`config.mk`:
```
export PLATFORM = sky130hd
export DESIGN_NAME = hash_cfg_axil_writer
export DESIGN_NICKNAME = d
export VERILOG_FILES = /design/src/rtl/hash_cfg_axil_writer.sv
export SDC_FILE = /design/constraint.sdc
export NUM_CORES = 1
export LEC_CHECK = 0
export BUFFER_PORTS_ARGS = -buffer_cell sky130_fd_sc_hd__buf_2
export CORE_ASPECT_RATIO = 0.5
export CORE_MARGIN = 3
export CORE_UTILIZATION = 47
export DETAILED_ROUTE_END_ITERATION = 7
export GPL_ROUTABILITY_DRIVEN = 0
export PLACE_DENSITY = 0.79
export SYNTH_ARGS = -nofsm -noshare
export SYNTH_HDL_FRONTEND = slang
export SYNTH_SLANG_ARGS = --single-unit
```
`constraint.sdc`:
```
create_clock -name clk -period 1.8 [get_ports clk]
set_clock_uncertainty 0.05 [all_clocks]
set_input_delay 0.36 -clock clk [delete_from_list [all_inputs] [get_ports clk]]
set_output_delay 0.36 -clock clk [all_outputs]
set_load 0.01 [all_outputs]
```
`src/rtl/hash_cfg_axil_writer.sv`:
```
// hash_cfg_axil_writer: turns (key, index) table entries into a series of
// 32-bit AXI-Lite writes. Each write's response must arrive before the next
// write starts. Responses are checked and counted.
module hash_cfg_axil_writer #(
  parameter int CRC_WIDTH  = 8,
  parameter int DATA_WIDTH = 32
) (
  input  logic                  clk,
  input  logic                  rst,

  input  logic [DATA_WIDTH-1:0] entry_tkey,
  input  logic [CRC_WIDTH-1:0]  entry_tindex,
  input  logic                  entry_tvalid,
  output logic                  entry_tready,

  output logic [CRC_WIDTH+4:0]  cfg_axil_awaddr,
  output logic                  cfg_axil_awvalid,
  input  logic                  cfg_axil_awready,
  output logic [31:0]           cfg_axil_wdata,
  output logic [3:0]            cfg_axil_wstrb,
  output logic                  cfg_axil_wvalid,
  input  logic                  cfg_axil_wready,
  input  logic [1:0]            cfg_axil_bresp,
  input  logic                  cfg_axil_bvalid,
  output logic                  cfg_axil_bready,

  output logic                  busy,
  output logic [15:0]           entry_cnt,
  output logic [15:0]           err_cnt,
  output logic                  cfg_err
);

  localparam int         NWORDS    = (DATA_WIDTH + 31) / 32;
  localparam logic [1:0] LAST_WORD = 2'(NWORDS - 1);

  typedef enum logic [1:0] {
    IDLE,
    ADDR,
    RESP
  } state_t;

  state_t         state;
  logic [127:0]   key_ext;    // incoming key zero-padded to four words
  logic [127:0]   key_q;
  logic [CRC_WIDTH-1:0] index_q;
  logic [1:0]     word;
  logic [1:0]     word_next;
  logic           aw_fire;
  logic           w_fire;
  logic           addr_done;

  assign cfg_axil_wstrb = 4'hF;
  assign word_next      = word + 2'd1;
  assign aw_fire        = cfg_axil_awvalid && cfg_axil_awready;
  assign w_fire         = cfg_axil_wvalid && cfg_axil_wready;
  // Each valid drops after its own handshake, so a low valid while in ADDR
  // means that channel already completed for this word.
  assign addr_done      = (aw_fire || !cfg_axil_awvalid) && (w_fire || !cfg_axil_wvalid);

  // Zero-pad the key so word selection never reaches undriven bits.
  always_comb begin
    // NOTE: default first so every path assigns the whole vector; no latch.
    key_ext                   = '0;
    key_ext[DATA_WIDTH-1:0]   = entry_tkey;
  end

  // Entry FSM: capture, issue AW+W per word, wait for B, count results.
  always_ff @(posedge clk) begin
    // NOTE: non-blocking assignments keep every register updating from
    // pre-edge values, independent of statement order.
    if (rst) begin
      state            <= IDLE;
      entry_tready     <= 1'b0;
      cfg_axil_awvalid <= 1'b0;
      cfg_axil_wvalid  <= 1'b0;
      cfg_axil_bready  <= 1'b0;
      cfg_axil_awaddr  <= '0;
      cfg_axil_wdata   <= '0;
      busy             <= 1'b0;
      cfg_err          <= 1'b0;
      entry_cnt        <= '0;
      err_cnt          <= '0;
      key_q            <= '0;
      index_q          <= '0;
      word             <= '0;
    end else begin
      case (state)
        IDLE: begin
          entry_tready <= 1'b1;
          if (entry_tvalid && entry_tready) begin
            key_q            <= key_ext;
            index_q          <= entry_tindex;
            word             <= 2'd0;
            cfg_axil_awaddr  <= {1'b0, entry_tindex, 2'd0, 2'b00};
            cfg_axil_wdata   <= key_ext[31:0];
            cfg_axil_awvalid <= 1'b1;
            cfg_axil_wvalid  <= 1'b1;
            entry_tready     <= 1'b0;
            busy             <= 1'b1;
            state            <= ADDR;
          end
        end

        ADDR: begin
          if (aw_fire) cfg_axil_awvalid <= 1'b0;
          if (w_fire)  cfg_axil_wvalid  <= 1'b0;
          if (addr_done) begin
            cfg_axil_bready <= 1'b1;
            state           <= RESP;
          end
        end

        RESP: begin
          if (cfg_axil_bvalid) begin
            cfg_axil_bready <= 1'b0;
            // An error is recorded but the remaining words are still written.
            if (cfg_axil_bresp != 2'b00) begin
              cfg_err <= 1'b1;
              if (err_cnt != 16'hFFFF) err_cnt <= err_cnt + 16'd1;
            end
            if (word != LAST_WORD) begin
              word             <= word_next;
              cfg_axil_awaddr  <= {1'b0, index_q, word_next, 2'b00};
              cfg_axil_wdata   <= key_q[{word_next, 5'b00000} +: 32];
              cfg_axil_awvalid <= 1'b1;
              cfg_axil_wvalid  <= 1'b1;
              state            <= ADDR;
            end else begin
              entry_cnt    <= entry_cnt + 16'd1;
              busy         <= 1'b0;
              entry_tready <= 1'b1;
              state        <= IDLE;
            end
          end
        end

        default: state <= IDLE;
      endcase
    end
  end

endmodule

```
==> flow_metrics.env <==
export IMPL_fp_dieH_um=79.6
export IMPL_crit_path_end="err_cnt[10]"
export IMPL_reg2reg_depth=4
export IMPL_antenna_found_initial=0
export IMPL_synth_edff_count=0
export IMPL_outcome="complete, but fails checks"
export IMPL_fin_crit_sh_pct=105
export IMPL_cts_tree="built"
export IMPL_final_util_pct=73.6
export IMPL_critPathRequiredTime_ns=2.08
export IMPL_place_ws_ns=-0.246
export IMPL_pin_count=135
export IMPL_fin_nets=827
export IMPL_num_vias=5341
export IMPL_p_per_area_nw_per_um2=1060
export IMPL_hp_class="in2reg"
export IMPL_r2r_start="state[0]"
export IMPL_ys_warn_count=0
export IMPL_fin_ws_ns=-0.0962
export IMPL_hold_slack_ns=0.143
export IMPL_synthArstFlopShare_pct=0
export IMPL_rsz0062_at_grt="true"
export IMPL_htree_levels=4
export IMPL_avgViaCountPerCell=5.75
export IMPL_core_area_um2=10400
export IMPL_hp_start="cfg_axil_awready"
export IMPL_final_common_cell="buf_2"
export IMPL_fin_cells=929
export IMPL_diodes=0
export IMPL_cts_hold_buffers=0
export IMPL_crit_path_start="state[0]"
export IMPL_ys_seq_area_share_pct=47.9
export IMPL_grt_pass1_vias=4648
export IMPL_cts_root_buf="clkbuf_16"
export IMPL_dp_hpwl_mm=8.76
export IMPL_avgSynthCellArea_um2=8.37
export IMPL_overflow=0
export IMPL_report_final_slew_viol_count=0
export IMPL_final_setup_viol_count=22
export IMPL_drt_total_wl_mm=16.2
export IMPL_die_w_um=153
export IMPL_grt_pass1_wl_mm=22.1
export IMPL_drt_iter0_drc=416
export IMPL_synthCells=609
export IMPL_critPathMaxStageDelay_ns=0.61
export IMPL_crit_type="reg2reg"
export IMPL_grt_use_total_pct=22.0
export IMPL_drive_gt1_share_pct=39.8
export IMPL_clkLatencyLatePin_ns=0.41
export IMPL_clock_sinks=122
export IMPL_cp_slowest_cell="or4_4"
export IMPL_initial_core_util_pct=49.1
export IMPL_synthesis_area_um2=5090
export IMPL_reg2reg_to="err_cnt[10]"
export IMPL_wl_per_cell_um=17.4
export IMPL_synth_cell_type_count=44
export IMPL_rows=26
export IMPL_drtAntennaViolNets=0
export IMPL_arrival_ns=2.18
export IMPL_p_leak_nw=3.12
export IMPL_worstPathCellList="nand3b_1 -> or4_4 -> or4_1 -> a21oi_1"
export IMPL_r2r_slack_ns=-0.1
export IMPL_grt_max_degree=57
export IMPL_finalPower_mw=8.07
export IMPL_cts_buffer_depth=2
export IMPL_dp_cells=872
export IMPL_ys_flop_type="dfxtp_1"
export IMPL_post_route_min_period_ns=1.90
export IMPL_irDropWorstVdd_mv=0.608
export IMPL_fmax_ghz=0.527
export IMPL_critPathMaxFanout=5
export IMPL_start_kind="flop"
export IMPL_endpoint_kind="flop"
export IMPL_hold_viol=0
export IMPL_io_buffers=127
export IMPL_drtPass1Iterations=5
export IMPL_layout_common_cells="126 x buf_2, 114 x dfxtp_1, 93 x nand2_1"
export IMPL_clkTransAtPathRegs_ns=0.06
export IMPL_numCtsBuffers=17
export IMPL_dieArea_um2=12200
export IMPL_syn2layout_area_growth_pct=49.9
export IMPL_ys_ff_latch=122
export IMPL_cap_violations=0
export IMPL_drc_errors=0
export IMPL_violations="setup timing"
## sequential cells by signal, summed over array words and instances (netlist names), 2 cells and up
| signal | flops |
|---|---|
| key_q | 32 |
| index_q | 8 |
| cfg_axil_awaddr | 9 |
| cfg_axil_wdata | 32 |
| state | 2 |
| err_cnt | 16 |
| entry_cnt | 16 |
## logic make-up after synthesis
logic type	after synthesis	synth area share (%)
flops	122	47.9
xor+xnor	9	1.55
mux	14	2.85
buf+inv	65	5.38
compound gates	157	20.1
other cells	2	0.147
simple gates	237	21.3
fa+ha+maj	3	0.737
## worst min-delay path by stage
stage	end	slack, ns	cells after the start
after floorplan	index_q[0]	0.39	2
after global placement	key_q[14]	0.39	2
after detailed placement	key_q[0]	0.40	2
after CTS	cfg_axil_wvalid	0.11	2
after global routing	cfg_axil_wvalid	0.13	2
final	cfg_axil_awvalid	0.14	2
## repair_timing
action                     4_1_cts  5_1_grt
gates cloned                     1       11
setup endpoints to repair       47       65
setup buffers                    2       11
gates resized for setup          7       74
pin swaps                       12       33
## cell usage after synthesis, drive strengths merged, types with 4 or more instances
| cell type | count | area share [%] |
|---|---|---|
| dfxtp | 122 | 48 |
| nand2 | 93 | 6.9 |
| nor2 | 68 | 5.0 |
| a21oi | 59 | 5.8 |
| a211oi | 43 | 6.3 |
| clkbuf | 38 | 2.8 |
| a22oi | 32 | 4.7 |
| buf | 16 | 1.8 |
| nand3 | 12 | 1.2 |
| inv | 11 | 0.81 |
| mux2i | 10 | 2.0 |
| nor4 | 9 | 1.1 |
| or3 | 9 | 1.1 |
| nand4 | 8 | 0.98 |
| o21ai | 8 | 0.79 |
| or4 | 7 | 1.0 |
| nor3 | 6 | 0.59 |
| xnor2 | 6 | 1.0 |
| and3 | 5 | 0.61 |
| o31ai | 5 | 0.74 |
| mux2 | 4 | 0.88 |
| nand2b | 4 | 0.49 |
| nor2b | 4 | 0.49 |
## power breakdown
group | total [mW] | switching (mW) | internal (mW)
combinational | 1.24 | 0.675 | 0.563
clock | 3.85 | 1.23 | 2.62
sequential | 2.98 | 0.104 | 2.88
## worst max-delay path, delay by kind of cell (launching register included)
family	cells	cell delay, ns
AO/OA/AOI/OAI	1	0.15
flip-flops	1	0.32
AND/OR/NAND/NOR	3	1.30
## cell type report
| class | count | area, um^2 |
|---|---|---|
| clock buffer | 22 | 485 |
| clock inverter | 10 | 185 |
| fill | 678 | 2740 |
| inverter | 11 | 43.8 |
| multi-input combinational | 428 | 2810 |
| sequential | 122 | 2460 |
| tap | 140 | 175 |
| timing repair buffer | 196 | 1480 |
## through the flow
stage	setup TNS [ns]	area [um^2]
floorplan	-0.215	5200
global placement	-1.02	6200
detailed placement	-1.88	6200
CTS	-0.0973	6950
global route	-2.17	7630
finish	-0.694	7630
## per-layer routing
layer / routed length (um) / GRT usage [%]
met5: 0 / 0
met4: 316 / 8.62
met3: 1180 / 4.93
met2: 7880 / 36.2
met1: 6810 / 28.6
No activity file was read; power rests on OpenSTA's default activity.
